`config.mk`:
```
export PLATFORM = sky130hd
export DESIGN_NAME = log_calc_seq
export DESIGN_NICKNAME = d
export VERILOG_FILES = /design/src/rtl/log_calc_seq.sv
export SDC_FILE = /design/constraint.sdc
export NUM_CORES = 1
export LEC_CHECK = 0
export CAP_MARGIN = 20
export CORE_MARGIN = 4
export CORE_UTILIZATION = 25
export CTS_CLUSTER_SIZE = 8
export DETAILED_ROUTE_END_ITERATION = 6
export PLACE_DENSITY = 0.52
export SYNTH_ARGS = -nofsm -noshare
export SYNTH_HDL_FRONTEND = slang
export SYNTH_SLANG_ARGS = --single-unit
```
`constraint.sdc`:
```
create_clock -name clk -period 14.38 [get_ports clk]
set_input_delay 2.876 -clock clk [delete_from_list [all_inputs] [get_ports clk]]
set_output_delay 2.876 -clock clk [all_outputs]
set_load 0.1 [all_outputs]
```
`src/rtl/log_calc_seq.sv`:
```
// log_calc_seq: sequential floor/ceil of log_b(n), found by multiplying a running power by b until it reaches n.
// Defining LOG_CALC_POWER_EN adds the m_power output (b^ceil_log).
module log_calc_seq #(
  parameter  int N_WIDTH   = 32,
  parameter  int B_WIDTH   = 8,
  localparam int LOG_WIDTH = $clog2(N_WIDTH + 1),
  localparam int P_WIDTH   = N_WIDTH + B_WIDTH
) (
  input  logic                 clk,
  input  logic                 rst,
  input  logic                 s_valid,
  output logic                 s_ready,
  input  logic [N_WIDTH-1:0]   s_n,
  input  logic [B_WIDTH-1:0]   s_base,
  output logic                 m_valid,
  input  logic                 m_ready,
  output logic [LOG_WIDTH-1:0] m_floor_log,
  output logic [LOG_WIDTH-1:0] m_ceil_log,
  output logic                 m_error
`ifdef LOG_CALC_POWER_EN
  ,
  output logic [P_WIDTH-1:0]   m_power
`endif
);

  typedef enum logic [1:0] {
    IDLE = 2'd0,
    RUN  = 2'd1,
    DONE = 2'd2
  } state_t;

  state_t               state;
  logic [P_WIDTH-1:0]   power;
  logic [LOG_WIDTH-1:0] k;
  logic [N_WIDTH-1:0]   n_q;
  logic [B_WIDTH-1:0]   b_q;
  logic [P_WIDTH-1:0]   n_ext;
  logic [P_WIDTH-1:0]   b_ext;

  // power < n < 2^N_WIDTH before every multiply, so the product never exceeds P_WIDTH bits
  assign n_ext = {{B_WIDTH{1'b0}}, n_q};
  assign b_ext = {{N_WIDTH{1'b0}}, b_q};

  always_ff @(posedge clk) begin
    if (rst) begin
      state       <= IDLE;
      s_ready     <= 1'b1;
      m_valid     <= 1'b0;
      m_floor_log <= '0;
      m_ceil_log  <= '0;
      m_error     <= 1'b0;
      power       <= '0;
      k           <= '0;
      n_q         <= '0;
      b_q         <= '0;
`ifdef LOG_CALC_POWER_EN
      m_power     <= '0;
`endif
    end else begin
      case (state)
        IDLE: begin
          if (s_valid && s_ready) begin
            n_q     <= s_n;
            b_q     <= s_base;
            s_ready <= 1'b0;
            if ((s_n == '0) || (s_base < B_WIDTH'(2))) begin
              m_error     <= 1'b1;
              m_floor_log <= '0;
              m_ceil_log  <= '0;
              m_valid     <= 1'b1;
              state       <= DONE;
`ifdef LOG_CALC_POWER_EN
              m_power     <= '0;
`endif
            end else begin
              power <= P_WIDTH'(1);
              k     <= '0;
              state <= RUN;
            end
          end
        end

        RUN: begin
          if (power >= n_ext) begin
            m_ceil_log  <= k;
            m_floor_log <= (power == n_ext) ? k : (k - LOG_WIDTH'(1));
            m_error     <= 1'b0;
            m_valid     <= 1'b1;
            state       <= DONE;
`ifdef LOG_CALC_POWER_EN
            m_power     <= power;
`endif
          end else begin
            power <= power * b_ext;
            k     <= k + LOG_WIDTH'(1);
          end
        end

        DONE: begin
          if (m_ready) begin
            m_valid <= 1'b0;
            s_ready <= 1'b1;
            state   <= IDLE;
          end
        end

        default: begin
          state   <= IDLE;
          s_ready <= 1'b1;
          m_valid <= 1'b0;
        end
      endcase
    end
  end

endmodule
```
======== Word-level counts from Yosys, hierarchy flattened ========
Cells that the tools add are included.
word-level totals
  output and inout port bits .............. 15
  register bits ........................... 103
operators by class
  multiply operators ...................... 1
  $add $sub $neg .......................... 2
  $lt $le $gt $ge ......................... 2
  eq/ne operators ......................... 9
  bitwise logic cells ..................... 1
  mux-type cells .......................... 30
  reduce and logical (&&, ||, !) cells .... 11
operator list
  cell                                                        count
  two-way mux 40 bit                                          3
  one-hot mux 40 bit (2 select lines)                         1
  two-way mux 6 bit                                           8
  == test 40 x 32 -> 1 bit                                    1
  greater-or-equal comparator 40 x 32 -> 1 bit                1
  multiplier 40 x 8 -> 40 bit                                 1
  one-hot mux 6 bit (2 select lines)                          3
  zero test 32 bit                                            1
  inequality test 2 bit, second input constant                6
  AND reduction 4 bit                                         3
  less-than comparator 8 x 2 -> 1 bit, second input constant  1
  two-way mux 2 bit                                           4
  two-way mux 1 bit                                           7
  adder 6 x 1 -> 6 bit, second input constant                 1
  one-hot mux 1 bit (3 select lines)                          2
  one-hot mux 2 bit (3 select lines)                          1
  AND reduction 3 bit                                         2
  subtractor 6 x 1 -> 6 bit, second input constant            1
  == test 2 x 1 -> 1 bit, second input constant               1
  == test 2 bit, second input constant                        1
  zero test 2 bit                                             1
  one-hot mux 1 bit (2 select lines)                          1
  AND reduction 2 bit                                         1
  nonzero test 2 bit                                          1
  3 further kinds                                             3

======== Longest topological paths before layout ========
  word-level depth ........................ 5
  gate-level depth with buffers ........... 22
  gate-level depth less buffers ........... 19

======== Worst setup path before layout ========
Ideal clock, no wire load.
  path kind ............................... reg-to-reg
  start point ............................. register b_q[3]
  end point ............................... register power[35]
  required time ........................... 14256 ps
  cell stages (with the launch flop) ...... 20
  setup slack ............................. 9202 ps
  arrival ................................. 5053 ps
  period minus slack after synthesis ...... 5178 ps
  path through ............................ dfxtp_1 -> clkbuf_1 -> clkbuf_1 -> and2_1 -> fa_1 -> fa_1 -> fa_1 -> inv_1 -> fa_1 -> inv_1 -> ha_1 -> and3_1 -> nor4b_1 -> a211oi_2 -> nor4b_4 -> o21ai_2 -> or2_4 -> a311oi_2 -> xor2_1 -> o21ai_1
on the way
  longest elaborated chain between the ends .. 3
ends and longest elaborated chain
  item                                 RTL line  RTL
  start: declaration                   36        logic [B_WIDTH-1:0] b_q;
  start signal: assignment             64        b_q <= s_base;
  multiplier 40 x 8 -> 40 bit          94        power <= power * b_ext;
  two-way mux 40 bit                   84        if (power >= n_ext) begin
  one-hot mux 40 bit (2 select lines)  60        case (state)
  end signal: assignment               94
  end: declaration                     33        logic [P_WIDTH-1:0] power;
No other way between the ends. The select of a mux whose other input is x is not followed.
A chain may end at the register's enable or synchronous reset.

======== Worst setup path in the final report ========
  start point ............................. register b_q[3]
  end point ............................... register power[39]
Same word-level chain as after synthesis.

==> results list <==
- Outcome: finished clean
* Area occupied by multi-input gates: 10,200 um^2
- Count of port buffers added during placement: 58
- The count of endpoints failing hold in the final timing report came to 0.
* Min-Delay Path Class: flop to flop
- Antenna diode instance count: 0
- Setup repair after global routing left no endpoint under its margin.
- Crit. End Element: flop
- The routed layout has between 10,000 and 15,000 vias.
- Hold Crit Endpoint: n_q[2]
* Maximum fanout along the worst path: 21
- Post-synthesis adder-cell area fraction: 0.382
- For this run, asynchronously set or reset flops after synthesis account for 0.
- The total overflow left after global routing is 0.
- Effective utilization at floorplan: 0.254
- Cell area after synthesis: around 13,000 um^2
- Crit share post-route: 0.411
- Most numerous cell types in the synthesized netlist: sky130_fd_sc_hd__and2_1 (232), sky130_fd_sc_hd__inv_1 (221), sky130_fd_sc_hd__nand2_1 (206)
- Maximum clock rate: 0.169 GHz
* Worst setup startpoint: b_q[3]
* Area taken by flip-flops and latches: 2070 um^2
- Area fraction of the dominant cell type after synthesis: 0.305
* Cell depth of the worst flop-to-flop path: 18
* Combined global-route utilization of all metal layers: 0.131
- Clock-pin slew was measured on the worst setup and hold paths at 80 ps.
- The share of the synthesized area in compound gates (AO/OA/AOI/OAI) is 0.117.
* TritonCTS clock tree: built
* Fin. max-slew vios: 0
- In this run the core area contains 84 standard-cell rows.
- Once placement finished, the instance area stood at 14,700 um^2.
- Ranked by total cell area, the synthesized netlist is headed by sky130_fd_sc_hd__fa_1 (31%), sky130_fd_sc_hd__dfxtp_1 (15%), sky130_fd_sc_hd__and2_1 (11%), sky130_fd_sc_hd__ha_1 (7.7%), sky130_fd_sc_hd__inv_1 (6.2%).
- Synthesis produced a netlist whose cell count is 1,572.
- Yosys instantiated no cell more often than sky130_fd_sc_hd__and2_1.
* Largest voltage drop on the vdd net: approximately 0.058 mV
- Wires add up to 36,500 um.
- Number of hold-repair buffers added at the cts stage: 0
- The synthesized design contains 0 enable-type register cells.
* Start-to-end type of the worst setup path: flop to flop
* Main combinational cell family by area after synthesis: adder cells
- Buffers added to address setup during post-CTS repair amount to 0.
- The floorplan step defined a die boundary enclosing 57,300 um^2.
* Number of nets in the layout: about 1,900
- Of the total synthesized cell area, the portion taken by AND, OR, NAND and NOR gates is 0.230.
- The clock passes through at most 2 buffers.
- Worst path required time: 14,600 ps
* Setup slack on the worst flop-to-flop path: 8470 ps
* Maximum number of pins on one net before global-route repair: 81
- Reg2Reg Capture Point: power[39]
- Final min period: 5910 ps
- Antenna viol nets, final: 0
- With fillers left out, the area of the finished cells amounts to 15,000 um^2.
* Worst slew margin relative to its limit: 0.337
- The worst hold path passes through 2 cells.
* Area share of xor/xnor cells in the synthesized design: 0.0321
* RePlAce Congestion: between 0.7 and 0.8
- Largest clock skew in the final design: 12.6 ps
- Startpoint class of the critical path: flop
- Dividing the detail-routed wire length by the instance count gives 16.0 um.
- After detailed routing, the number of remaining DRC violations is 0.
* Design Power: a little over 0.7 mW
* Pwr/cell area: 47.3 nW/um^2
- Clock tree sinks: approximately 100
* Synth Net Count: 1,902
- For this run, the leading register cell type out of synthesis is sky130_fd_sc_hd__dfxtp_1.
- The portion of synthesized area spent on multiplexers is 0.00299.
- The analysis attributes to cell leakage a power of 6.80 nW.
- After the first detailed-routing iteration, the DRC count stood at 554.
* Post-synth cell types: 64
- Number of antenna violations at the first check in global routing: 0
- STA puts the critical path data arrival time at 6130 ps.
- Vias in the first global route: 11,200
* Via-per-instance ratio: roughly 4.7
- The filler cells instantiated in the layout total ~5,700.
* First-pass GRT wire length: 60,700 um
- Setup violations, final: 0
- The area growth from synthesis to layout is 11.7%.
- Fraction of layout cells with a size suffix above 1: 0.0365
- Worst r2r src: b_q[3]
* # Max-Cap Violations: 0
- During I/O placement, the number of pins put on the boundary was 59.
- The floorplan step set the die height to ~240 um.
- The biggest area contributor in the post-synthesis netlist is sky130_fd_sc_hd__fa_1.
- Worst-margin pin slew: just under 1000 ps
- Cts repair resizes: 0
* Chip Width: between 200 and 250 um
- Core box area: about 53,000 um^2
- Seq cells post-synth: slightly above 100
* Post-detail-place hpwl: 27,200 um
* Root cell of the clock tree: sky130_fd_sc_hd__clkbuf_16
- Level count of the clock H-tree: 3
- Register area share after synthesis: 0.154
- The Yosys step of the flow raised 0 warnings.
* Worst min-delay path startpoint: n_q[2]
- First-pass DRT Iterations: 5
- The clock reaches the later pin of the worst-skew pair after ~360 ps.
- Inserted Clock Buffers: 9
* Setup Total Neg Slack: 0 ps
- A synthesized cell averages 8.52 um^2.
==> registers in the layout, indices dropped and copies added, names as in the netlist <==
| register | count |
|---|---|
| power | 40 |
| n_q | 32 |
| b_q | 8 |
| k | 6 |
| m_ceil_log | 6 |
| m_floor_log | 6 |
| state | 2 |
| m_error | 1 |
| m_valid | 1 |
| s_ready | 1 |
==> how the worst max path moves through the flow <==
stage,end,slack [ps],depth (start not counted)
2_1_floorplan,power[35],9200,19
3_3_place_gp,power[39],8200,10
3_5_place_dp,power[39],8470,18
4_1_cts,power[35],8470,18
5_1_grt,power[39],8180,18
6_report,power[39],8470,18
==> cell families after synthesis <==
logic type,after synthesis
AO/OA/AOI/OAI,248
XOR/XNOR,49
flip-flops,103
adder cells (fa/ha/maj),286
AND/OR/NAND/NOR,588
multiplexers,4
buffers and inverters,294
==> routing by layer <==
metal / up-vias / global-route usage / routed length, um
met5: - / 0 / 0
met4: 0 / 0.0178 / 396
met3: 29 / 0.0189 / 1700
met2: 218 / 0.226 / 17900
met1: 5362 / 0.179 / 16500
li1: 5009 / - / -
==> through the flow <==
stage | utilization | setup WS, ps | std cells | hold slack (ps)
after CTS | 0.283 | 8470 | 2275 | 459
after detailed placement | 0.278 | 8470 | 2260 | 447
after global placement | 0.278 | 8200 | 2259 | 447
after floorplan | - | 9200 | 1572 | 436
after global routing | 0.283 | 8180 | 2275 | 477
final | 0.283 | 8470 | 2275 | 459
==> cell type report <==
class / count / share of cell area
clock buffer: 9 / 0.0151
clock inverter: 6 / 0.00368
inverter: 221 / 0.0555
multi-input combinational: 1175 / 0.684
sequential: 103 / 0.138
tap: 688 / 0.0576
timing repair buffer: 73 / 0.0460
==> power breakdown <==
group          leakage (nW)  switching (mW)  total (mW)  internal (mW)
Combinational          5.83           0.105       0.152         0.0465
Sequential            0.838          0.0121       0.309          0.297
Clock                 0.132           0.127       0.247          0.120
==> cells in the final DEF (no fill, tap or decap), drive strengths merged, types with 3 or more instances in the layout <==
| cell type | Yosys | layout |
|---|---|---|
| and2 | 233 | 233 |
| inv | 221 | 223 |
| nand2 | 206 | 206 |
| fa | 204 | 204 |
| a21oi | 113 | 113 |
| dfxtp | 103 | 103 |
| ha | 82 | 82 |
| clkdlybuf4s50 | 0 | 57 |
| o21ai | 42 | 42 |
| nand3 | 34 | 34 |
| nor2 | 34 | 34 |
| xnor2 | 34 | 34 |
| a21o | 20 | 20 |
| nor3 | 18 | 18 |
| buf | 8 | 16 |
| nor4 | 15 | 15 |
| xor2 | 15 | 15 |
| nand4 | 13 | 13 |
| a211oi | 12 | 12 |
| o21a | 10 | 10 |
| a22o | 9 | 9 |
| clkbuf | 65 | 9 |
| o21bai | 8 | 8 |
| nand2b | 7 | 7 |
| nor2b | 7 | 7 |
| or3 | 6 | 6 |
| o211ai | 6 | 6 |
| and3 | 5 | 5 |
| mux2i | 4 | 4 |
| a31oi | 4 | 4 |
| a21boi | 4 | 4 |
| o31ai | 3 | 3 |
| a211o | 3 | 3 |
| a311oi | 3 | 3 |
==> worst max-delay path, cell delays in order (launching register included) <==
cell                       delay, ps
sky130_fd_sc_hd__dfxtp_2         640
sky130_fd_sc_hd__buf_4           330
sky130_fd_sc_hd__and2_1          190
sky130_fd_sc_hd__fa_1            440
sky130_fd_sc_hd__fa_1            470
sky130_fd_sc_hd__fa_1            570
sky130_fd_sc_hd__inv_1            60
sky130_fd_sc_hd__fa_1            520
sky130_fd_sc_hd__inv_1            50
sky130_fd_sc_hd__ha_1            370
sky130_fd_sc_hd__a21oi_1         200
sky130_fd_sc_hd__o22ai_1         140
sky130_fd_sc_hd__a211oi_2        520
sky130_fd_sc_hd__nor4b_4         310
sky130_fd_sc_hd__o21ai_2         120
sky130_fd_sc_hd__o41ai_2         380
sky130_fd_sc_hd__o21ai_0         190
sky130_fd_sc_hd__xnor2_1         170
sky130_fd_sc_hd__o21ai_0          80
Power figures use the tool's default switching activity.
